$ cat src/rtl/level_meter_ctrl_pkg.sv
// Shared types, constants and helpers for the channel-strip level meter.
// Provides the sample type, meter mode and FSM state encodings, the
// per-mille full-scale constant, and small arithmetic helpers:
//   sample_mag  : |x| of a signed sample, saturating -32768 to 32767
//   to_permille : 15-bit peak magnitude scaled to 0..999 per-mille
//   bcd_adjust  : double-dabble add-3 correction on three BCD digits
package channel_strip_pkg;

   typedef logic signed [15:0] sample_t;
   typedef logic [3:0]         bcd_t;

   typedef enum logic [1:0] {
      MTR_IN   = 2'd0,
      MTR_OUT  = 2'd1,
      MTR_GAIN = 2'd2
   } meter_mode_e;

   typedef enum logic [1:0] {
      ST_IDLE    = 2'd0,
      ST_SCALE   = 2'd1,
      ST_CONVERT = 2'd2,
      ST_DONE    = 2'd3
   } meter_state_e;

   localparam int PERMILLE_FS = 1000;

   // The most negative code has no positive twin in 16 bits, so it clips.
   function automatic logic [14:0] sample_mag(input sample_t x);
      logic [14:0] m;
      if (x == 16'sh8000) begin
         m = 15'h7FFF;
      end else if (x[15]) begin
         m = 15'(-x);
      end else begin
         m = x[14:0];
      end
      return m;
   endfunction

   // (peak * 1000) >> 15 in a 25-bit product; 32767 maps to 999.
   function automatic logic [9:0] to_permille(input logic [14:0] pk);
      return 10'((25'(pk) * 25'(PERMILLE_FS)) >> 5'd15);
   endfunction

   // Add 3 to every digit that is 5 or more before the next left shift.
   function automatic logic [11:0] bcd_adjust(input logic [11:0] b);
      logic [11:0] r;
      r = b;
      for (int i = 0; i < 3; i++) begin
         if (r[i*4 +: 4] >= 4'd5) begin
            r[i*4 +: 4] = r[i*4 +: 4] + 4'd3;
         end else begin
            r[i*4 +: 4] = r[i*4 +: 4];
         end
      end
      return r;
   endfunction

endpackage

$ cat src/rtl/level_meter_ctrl_if.sv
// Sample/display bundle of the level meter.
//   sample_en, in_sample, out_sample, mode : from the audio path to the meter
//   num2, num1, num0, neg, level_valid     : from the meter to the display
// master = audio path / display side, slave = the meter itself.
interface level_meter_ctrl_if;
   import channel_strip_pkg::*;

   logic       sample_en;
   sample_t    in_sample;
   sample_t    out_sample;
   logic [1:0] mode;
   bcd_t       num2;
   bcd_t       num1;
   bcd_t       num0;
   logic       neg;
   logic       level_valid;

   modport master (
      output sample_en, in_sample, out_sample, mode,
      input  num2, num1, num0, neg, level_valid
   );

   modport slave (
      input  sample_en, in_sample, out_sample, mode,
      output num2, num1, num0, neg, level_valid
   );
endinterface

$ cat src/rtl/level_meter_ctrl_bin2bcd_seq.sv
// Sequential binary-to-BCD converter (double dabble), one bit per cycle.
// Ports:
//   clk, rst   : clock, asynchronous active-high reset
//   start      : load bin and begin a 10-iteration conversion
//   bin[9:0]   : binary value, 0..999
//   busy       : conversion in progress
//   done       : high in the cycle whose closing edge performs the last iteration
//   bcd2..bcd0 : hundreds/tens/units; only final once busy has dropped
module bin2bcd_seq
   import channel_strip_pkg::*;
(
   input  logic       clk,
   input  logic       rst,
   input  logic       start,
   input  logic [9:0] bin,
   output logic       busy,
   output logic       done,
   output bcd_t       bcd2,
   output bcd_t       bcd1,
   output bcd_t       bcd0
);

   logic [9:0]  bin_r;
   logic [11:0] bcd_r;
   logic [3:0]  iter_r;
   logic        busy_r;
   logic [21:0] shifted_s;

   // Correct digits, then shift the whole BCD:binary register left by one.
   assign shifted_s = {bcd_adjust(bcd_r), bin_r} << 5'd1;

   // Load on start, then run one shift/add-3 step per cycle until iter hits 0.
   always_ff @(posedge clk or posedge rst) begin
      if (rst) begin
         bin_r  <= 10'd0;
         bcd_r  <= 12'd0;
         iter_r <= 4'd0;
         busy_r <= 1'b0;
      end else if (start) begin
         bin_r  <= bin;
         bcd_r  <= 12'd0;
         iter_r <= 4'd10;
         busy_r <= 1'b1;
      end else if (busy_r) begin
         {bcd_r, bin_r} <= shifted_s;
         iter_r         <= iter_r - 4'd1;
         busy_r         <= (iter_r != 4'd1);
      end else begin
         bin_r  <= bin_r;
         bcd_r  <= bcd_r;
         iter_r <= iter_r;
         busy_r <= busy_r;
      end
   end

   assign busy = busy_r;
   assign done = busy_r && (iter_r == 4'd1);
   assign bcd2 = bcd_r[11:8];
   assign bcd1 = bcd_r[7:4];
   assign bcd0 = bcd_r[3:0];

endmodule

$ cat src/rtl/level_meter_ctrl.sv
// Level display sequencer for a channel strip.
// Tracks peak |in| and |out| over WINDOW qualified samples, snapshots them at
// window end, scales the chosen quantity to per-mille, converts it to BCD and
// presents three digits plus a sign for one update pulse.
// Ports:
//   clk   : sample-domain clock
//   reset : asynchronous active-high reset
//   mtr   : slave side of level_meter_ctrl_if (samples/mode in, digits out)
module level_meter_ctrl
   import channel_strip_pkg::*;
#(
   parameter int unsigned WINDOW = 2400,
   parameter int unsigned SW     = 16
) (
   input  logic               clk,
   input  logic               reset,
   level_meter_ctrl_if.slave  mtr
);

   logic [15:0]   count_r;
   logic [SW-2:0] peak_in_r, peak_out_r, snap_in_r, snap_out_r;
   logic [SW-2:0] mag_in_s, mag_out_s, pk_in_next_s, pk_out_next_s;
   logic          first_s, final_s;
   meter_mode_e   mode_r;
   meter_state_e  state_r, state_next_s;
   logic          start_s, busy_s, done_s;
   logic [9:0]    pm_in_s, pm_out_s, disp_mag_s;
   logic signed [10:0] diff_s;
   logic          neg_calc_s, neg_pend_r;
   bcd_t          bcd2_s, bcd1_s, bcd0_s;
   bcd_t          num2_r, num1_r, num0_r;
   logic          neg_r, valid_r;

   // Per-sample magnitudes and running-peak candidates (first sample overwrites).
   always_comb begin
      mag_in_s  = sample_mag(mtr.in_sample);
      mag_out_s = sample_mag(mtr.out_sample);
      first_s   = (count_r == 16'd0);
      final_s   = mtr.sample_en && (count_r == 16'(WINDOW - 1));
      if (first_s || (mag_in_s > peak_in_r)) begin
         pk_in_next_s = mag_in_s;
      end else begin
         pk_in_next_s = peak_in_r;
      end
      if (first_s || (mag_out_s > peak_out_r)) begin
         pk_out_next_s = mag_out_s;
      end else begin
         pk_out_next_s = peak_out_r;
      end
   end

   // Window counter and running peaks advance only on qualified samples.
   always_ff @(posedge clk or posedge reset) begin
      if (reset) begin
         count_r    <= 16'd0;
         peak_in_r  <= '0;
         peak_out_r <= '0;
      end else if (mtr.sample_en) begin
         count_r    <= final_s ? 16'd0 : (count_r + 16'd1);
         peak_in_r  <= pk_in_next_s;
         peak_out_r <= pk_out_next_s;
      end else begin
         count_r    <= count_r;
         peak_in_r  <= peak_in_r;
         peak_out_r <= peak_out_r;
      end
   end

   // Snapshot peaks and mode at window end; a busy converter drops the snapshot.
   always_ff @(posedge clk or posedge reset) begin
      if (reset) begin
         snap_in_r  <= '0;
         snap_out_r <= '0;
         mode_r     <= MTR_IN;
      end else if (final_s && (state_r == ST_IDLE)) begin
         snap_in_r  <= pk_in_next_s;
         snap_out_r <= pk_out_next_s;
         mode_r     <= (mtr.mode == 2'd3) ? MTR_IN : meter_mode_e'(mtr.mode);
      end else begin
         snap_in_r  <= snap_in_r;
         snap_out_r <= snap_out_r;
         mode_r     <= mode_r;
      end
   end

   // FSM state register.
   always_ff @(posedge clk or posedge reset) begin
      if (reset) begin
         state_r <= ST_IDLE;
      end else begin
         state_r <= state_next_s;
      end
   end

   // FSM next state; the converter is kicked off from SCALE.
   always_comb begin
      state_next_s = state_r;
      start_s      = 1'b0;
      case (state_r)
         ST_IDLE: begin
            if (final_s) begin
               state_next_s = ST_SCALE;
            end else begin
               state_next_s = ST_IDLE;
            end
         end
         ST_SCALE: begin
            start_s      = 1'b1;
            state_next_s = ST_CONVERT;
         end
         ST_CONVERT: begin
            if (done_s) begin
               state_next_s = ST_DONE;
            end else if (!busy_s) begin
               // Converter lost its job: recover rather than wait forever.
               state_next_s = ST_IDLE;
            end else begin
               state_next_s = ST_CONVERT;
            end
         end
         ST_DONE: begin
            state_next_s = ST_IDLE;
         end
         default: begin
            state_next_s = ST_IDLE;
         end
      endcase
   end

   // Per-mille scaling and the signed gain difference for mode 2.
   always_comb begin
      pm_in_s    = to_permille(snap_in_r);
      pm_out_s   = to_permille(snap_out_r);
      diff_s     = $signed({1'b0, pm_out_s}) - $signed({1'b0, pm_in_s});
      neg_calc_s = 1'b0;
      disp_mag_s = pm_in_s;
      case (mode_r)
         MTR_OUT: begin
            disp_mag_s = pm_out_s;
         end
         MTR_GAIN: begin
            neg_calc_s = diff_s[10];
            if (diff_s[10]) begin
               disp_mag_s = 10'(-diff_s);
            end else begin
               disp_mag_s = diff_s[9:0];
            end
         end
         default: begin
            disp_mag_s = pm_in_s;
         end
      endcase
   end

   // Sign is captured alongside the converter start and shown with the digits.
   always_ff @(posedge clk or posedge reset) begin
      if (reset) begin
         neg_pend_r <= 1'b0;
      end else if (state_r == ST_SCALE) begin
         neg_pend_r <= neg_calc_s;
      end else begin
         neg_pend_r <= neg_pend_r;
      end
   end

   bin2bcd_seq u_bcd (
      .clk   (clk),
      .rst   (reset),
      .start (start_s),
      .bin   (disp_mag_s),
      .busy  (busy_s),
      .done  (done_s),
      .bcd2  (bcd2_s),
      .bcd1  (bcd1_s),
      .bcd0  (bcd0_s)
   );

   // Display registers load all at once so partial digits are never seen.
   always_ff @(posedge clk or posedge reset) begin
      if (reset) begin
         num2_r  <= 4'd0;
         num1_r  <= 4'd0;
         num0_r  <= 4'd0;
         neg_r   <= 1'b0;
         valid_r <= 1'b0;
      end else if (state_r == ST_DONE) begin
         num2_r  <= bcd2_s;
         num1_r  <= bcd1_s;
         num0_r  <= bcd0_s;
         neg_r   <= neg_pend_r;
         valid_r <= 1'b1;
      end else begin
         num2_r  <= num2_r;
         num1_r  <= num1_r;
         num0_r  <= num0_r;
         neg_r   <= neg_r;
         valid_r <= 1'b0;
      end
   end

   assign mtr.num2        = num2_r;
   assign mtr.num1        = num1_r;
   assign mtr.num0        = num0_r;
   assign mtr.neg         = neg_r;
   assign mtr.level_valid = valid_r;

endmodule

$ cat src/flat_wrapper.sv
// flat-port wrapper written by rule: the top's interface ports become plain ports
module level_meter_ctrl_flat import channel_strip_pkg::*;
#(
   parameter int unsigned WINDOW = 2400,
   parameter int unsigned SW     = 16
)
  (clk, reset, mtr_sample_en, mtr_in_sample, mtr_out_sample, mtr_mode, mtr_num2, mtr_num1, mtr_num0, mtr_neg, mtr_level_valid);
  level_meter_ctrl_if mtr_i ();
  input  logic clk;
  input  logic reset;
  input wire logic [$bits(mtr_i.sample_en)-1:0] mtr_sample_en;
  input wire logic [$bits(mtr_i.in_sample)-1:0] mtr_in_sample;
  input wire logic [$bits(mtr_i.out_sample)-1:0] mtr_out_sample;
  input wire logic [$bits(mtr_i.mode)-1:0] mtr_mode;
  output wire logic [$bits(mtr_i.num2)-1:0] mtr_num2;
  output wire logic [$bits(mtr_i.num1)-1:0] mtr_num1;
  output wire logic [$bits(mtr_i.num0)-1:0] mtr_num0;
  output wire logic [$bits(mtr_i.neg)-1:0] mtr_neg;
  output wire logic [$bits(mtr_i.level_valid)-1:0] mtr_level_valid;
  assign mtr_i.sample_en = mtr_sample_en;
  assign mtr_i.in_sample = mtr_in_sample;
  assign mtr_i.out_sample = mtr_out_sample;
  assign mtr_i.mode = mtr_mode;
  assign mtr_num2 = mtr_i.num2;
  assign mtr_num1 = mtr_i.num1;
  assign mtr_num0 = mtr_i.num0;
  assign mtr_neg = mtr_i.neg;
  assign mtr_level_valid = mtr_i.level_valid;
  level_meter_ctrl #(.WINDOW(WINDOW), .SW(SW)) u_core (.clk(clk), .reset(reset), .mtr(mtr_i));
endmodule
$ cat config.mk
export PLATFORM = sky130hd
export DESIGN_NAME = level_meter_ctrl_flat
export DESIGN_NICKNAME = d
export VERILOG_FILES = /design/src/rtl/level_meter_ctrl_pkg.sv /design/src/rtl/level_meter_ctrl_if.sv /design/src/rtl/level_meter_ctrl_bin2bcd_seq.sv /design/src/rtl/level_meter_ctrl.sv /design/src/flat_wrapper.sv
export SDC_FILE = /design/constraint.sdc
export NUM_CORES = 1
export LEC_CHECK = 0
export BUFFER_PORTS_ARGS = -buffer_cell sky130_fd_sc_hd__buf_2
export CORE_ASPECT_RATIO = 0.8
export CORE_MARGIN = 10
export CORE_UTILIZATION = 47
export DETAILED_ROUTE_END_ITERATION = 8
export PLACE_DENSITY = 0.66
export SYNTH_ARGS = -nofsm -noshare
export SYNTH_HDL_FRONTEND = slang
export SYNTH_SLANG_ARGS = --single-unit
$ cat constraint.sdc
create_clock -name clk -period 6.25 [get_ports clk]
set_input_delay 1.5625 -clock clk [delete_from_list [all_inputs] [get_ports clk]]
set_output_delay 1.5625 -clock clk [all_outputs]
set_load 0.005 [all_outputs]
==> results.md <==
- Largest net degree at the start of global routing: 80
- Setup violators final: 0
- First-pass GRT wire length: approximately 43000 µm
- Main combinational cell family by area after synthesis: adder cells
- DR WL/cell: ~14 µm
- Placed insts: roughly 1.7k
- CTS root buffer: clkbuf_16
- Endpoint class of the critical path: register
- Most used flip-flop cell after synthesis: dfrtp_1
- Cells after synthesis: 1274
- H-tree depth: 4
- Drt initial violations: approximately 460
- Post-synthesis mux area share: 0.0565
- Seq/Total Area, Yosys: 0.254
- Final Skew: 0.0122 ns
- PD cells: a little under 200 nW/µm²
- Ant. Diodes: 0
- Part of the power in registers: 0.348
- CP startpoint kind: register
- GRT Total Usage: 0.159
- # DRC: 0
- CTS max path bufs: 2
- Status: complete, no violations
- Clock latency at the later pin of the worst-skew pair: 0.44 ns
- Area of the mapped netlist: roughly 12000 µm²
- Number of synthesized flops with an enable pin: 0
- Delay-heaviest family, CP: adder cells
- Post-Synth XOR/XNOR Area: 0.0561
- Synth warn: 0
- Routed via count: slightly below 9k
- Synthesized Nets: 1561
- Critical Path Fanout Max: 4
- Total congestion overflow: 0
- Layout cells sized above 1: 0.210
- Hold Vio Cnt, Final: 0
- Tmin final: between 6 and 7 ns
- Clk sinks: 122
- Die width: about 200 µm
- CTS tree: done
- LEAKAGE: around 7.3 nW
- Most used cell, CP: fa_1
- P&R area growth vs syn: 19.0%
- Crit share post-route: 0.992
- Initial antenna violation count: 0
- Worst EP arrival: approximately 6.5 ns
- Die area: approximately 32000 µm²
- Core area: between 20000 and 30000 µm²
- Async S/R FF share, synth: 1.00
- Avg Inst Size Synth: between 9 and 10 µm²
- Class of the worst hold path: register to register
- Synth Area in Compound Gates: 0.113
- # rows: 52
- Count of cell types in the netlist: 60
- Vias per cell: between 5 and 6
- Final wirelength: ~25000 µm
- Worst slew pin tran: 1.00 ns
- Dpl hpwl: approximately 19000 µm
- Top cell type's share of synthesized area: 0.254
- R2r endpoint: u_core.u_bcd.bin_r[9]
- Peak Freq: approximately 0.16 GHz
- Slowest CP cell: fa_1
- Slew headroom: 0.332
- First drt pass iteration count: 5
- Buf/Inv on CP: 6
- Combinational power share: 0.285
- FF-to-FF setup slack: 0.05 ns
- RR Startpoint: u_core.snap_in_r[5]
- Sw Share: 0.325
- Most frequent cell after synthesis: inv_1
- Post-Synth Simple-Gate Area: 0.119
- Vias in the first global route: around 9.0k
- # port buffers: 50
- Num CTS Buffers: 17
- Crit path largest cell delay: 0.53 ns
- Post-Synth Adder-Cell Area: 0.322
- WHS: 0.468 ns
- Yosys top cell by area: dfrtp_1
- Kind of critical path: register to register
- RSZ-0062 raised after global routing: yes
- Final std cells w/o fill: about 1.7k
- Hold wc startpoint: u_core.count_r[15]
- Crit path to: u_core.u_bcd.bin_r[9]
- Max Slew Vio Count: 0
- Power share of the clock group: 0.367
- Peak supply drop: about 180 µV
- Gpl congestion: 0.857
- P_int: 1.92 mW
- Post-synth top cells: inv_1 (205), ha_1 (151), dfrtp_1 (122), nand2_1 (110), fa_1 (99)
- Hold-fix buffers, CTS: 0
- Reg2reg path depth: 29
- Initial Util: 0.476
- # IOs: 51
- Max Cap Viol: 0
- Final ANT Viol Nets: 0
- Clk slew on worst S/H paths: 0.06 ns
- # nets final: approximately 1.7k
- Worst EP required: 6.54 ns
- Die Span Y: approximately 160 µm
- Critical Path Stages: 29
- Tot Pwr: ~2.8 mW
- NetSw: ~0.92 mW
- Crit path launch: u_core.snap_in_r[5]
- Flops & latches, synth: approximately 120
- Top post-synthesis cells by area: dfrtp_1 (25%), fa_1 (16%), ha_1 (16%), inv_1 (6.4%), mux2i_1 (3.5%)
[power by group through the flow]
stage               registers, mW  clock network (mW)  logic (mW)
detailed placement           1.00                   0       0.808
CTS                         0.988                1.07       0.817
finish                      0.989                1.04       0.810
floorplan                   0.980                   0       0.635
global placement            0.994                   0       0.794
global route                 1.01                1.10       0.930
[registers in the layout (all words and copies together) (netlist names), 4 cells and up]
register,flops
u_core.mtr.num2,4
u_core.snap_in_r,15
u_core.u_bcd.iter_r,4
u_core.peak_in_r,15
u_core.peak_out_r,15
u_core.u_bcd.bcd_r,12
u_core.count_r,16
u_core.u_bcd.bin_r,10
u_core.snap_out_r,15
u_core.mtr.num1,4
u_core.mtr.num0,4
[worst register-to-register path, delay by kind of cell (launching register included)]
kind	cells	cell delay, ns
and+or+nand+nor	5	0.46
buffers and inverters	6	0.51
DFF	1	0.36
adders and majority gates	6	2.59
AOI/OAI and AO/OA	8	1.42
xor gates and xnor gates	4	0.72
[metal layers]
metal  vias to the layer above  share of wire  wire length [µm]  GRT usage
met2                       114           0.42             10500      0.231
met1                      4199           0.53             13000      0.234
li1                       4528              -                 -          -
met5                         -              0                 0          0
met3                        24          0.036               896     0.0315
met4                         0          0.012               297     0.0412
[kinds of logic (layout without fill, tap and decap cells)]
kind of cell	Yosys count	count (layout)
simple gates	296	296
fa+ha+maj	250	250
buf+inv	245	380
compound gates	219	219
flops	122	122
xor+xnor	77	77
mux	65	65
[how the worst min path moves through the flow]
| stage | to | cells after the start |
|---|---|---|
| 6_report | u_core.count_r[15] | 1 |
| 3_3_place_gp | u_core.mtr.num1[0] | 2 |
| 5_1_grt | u_core.count_r[15] | 1 |
| 3_5_place_dp | u_core.count_r[15] | 1 |
| 2_1_floorplan | u_core.count_r[15] | 1 |
| 4_1_cts | u_core.count_r[15] | 1 |
[cell usage in the layout (no fill, tap or decap), types with 6 or more instances in the layout]
cell type and n:
inv_2 17, a221oi_1 12, a21oi_2 9, and3_1 6
ha_4 10, a21oi_1 34, buf_2 50, nor2b_1 13
clkbuf_16 17, o21ai_0 66, mux2_2 23, nand4_1 16
nand2b_1 14, fa_1 97, ha_1 138, a21o_1 11
nor3_1 12, dfrtp_1 120, buf_4 91, xnor2_2 8
xnor2_1 28, a221oi_2 8, nor4_1 6, nand3_1 33
o31ai_1 9, inv_1 187, mux2i_1 42, a211oi_1 7
nor2_1 48, nand2_1 109, o21a_1 9, o21ai_1 23
xor2_1 38
[stage by stage]
stage	TNS, ns	utilization	worst slack, ns	area [µm²]
2_1_floorplan	0	-	0.0144	12000
6_report	0	0.567	0.0485	14300
3_5_place_dp	-0.0522	0.519	-0.0522	13100
3_3_place_gp	-0.0159	0.519	-0.0159	13100
4_1_cts	0	0.550	0.00253	13900
5_1_grt	-1.49	0.567	-0.312	14300
[what timing repair did]
action,in CTS,in global routing
buffers inserted,9,6
endpoints found under the setup margin,3,9
hold endpoints to repair,0,0
gates resized for setup,27,75
pin swaps,35,45
[cell type report]
| cell class | instances | area [µm²] |
|---|---|---|
| clock inverter | 14 | 184 |
| tap | 324 | 405 |
| inverter | 205 | 772 |
| clock buffer | 18 | 429 |
| sequential | 122 | 3060 |
| timing repair buffer | 143 | 956 |
| fill | 2219 | 10900 |
| multi-input combinational | 907 | 8500 |
(Power assumes the default switching activity.)
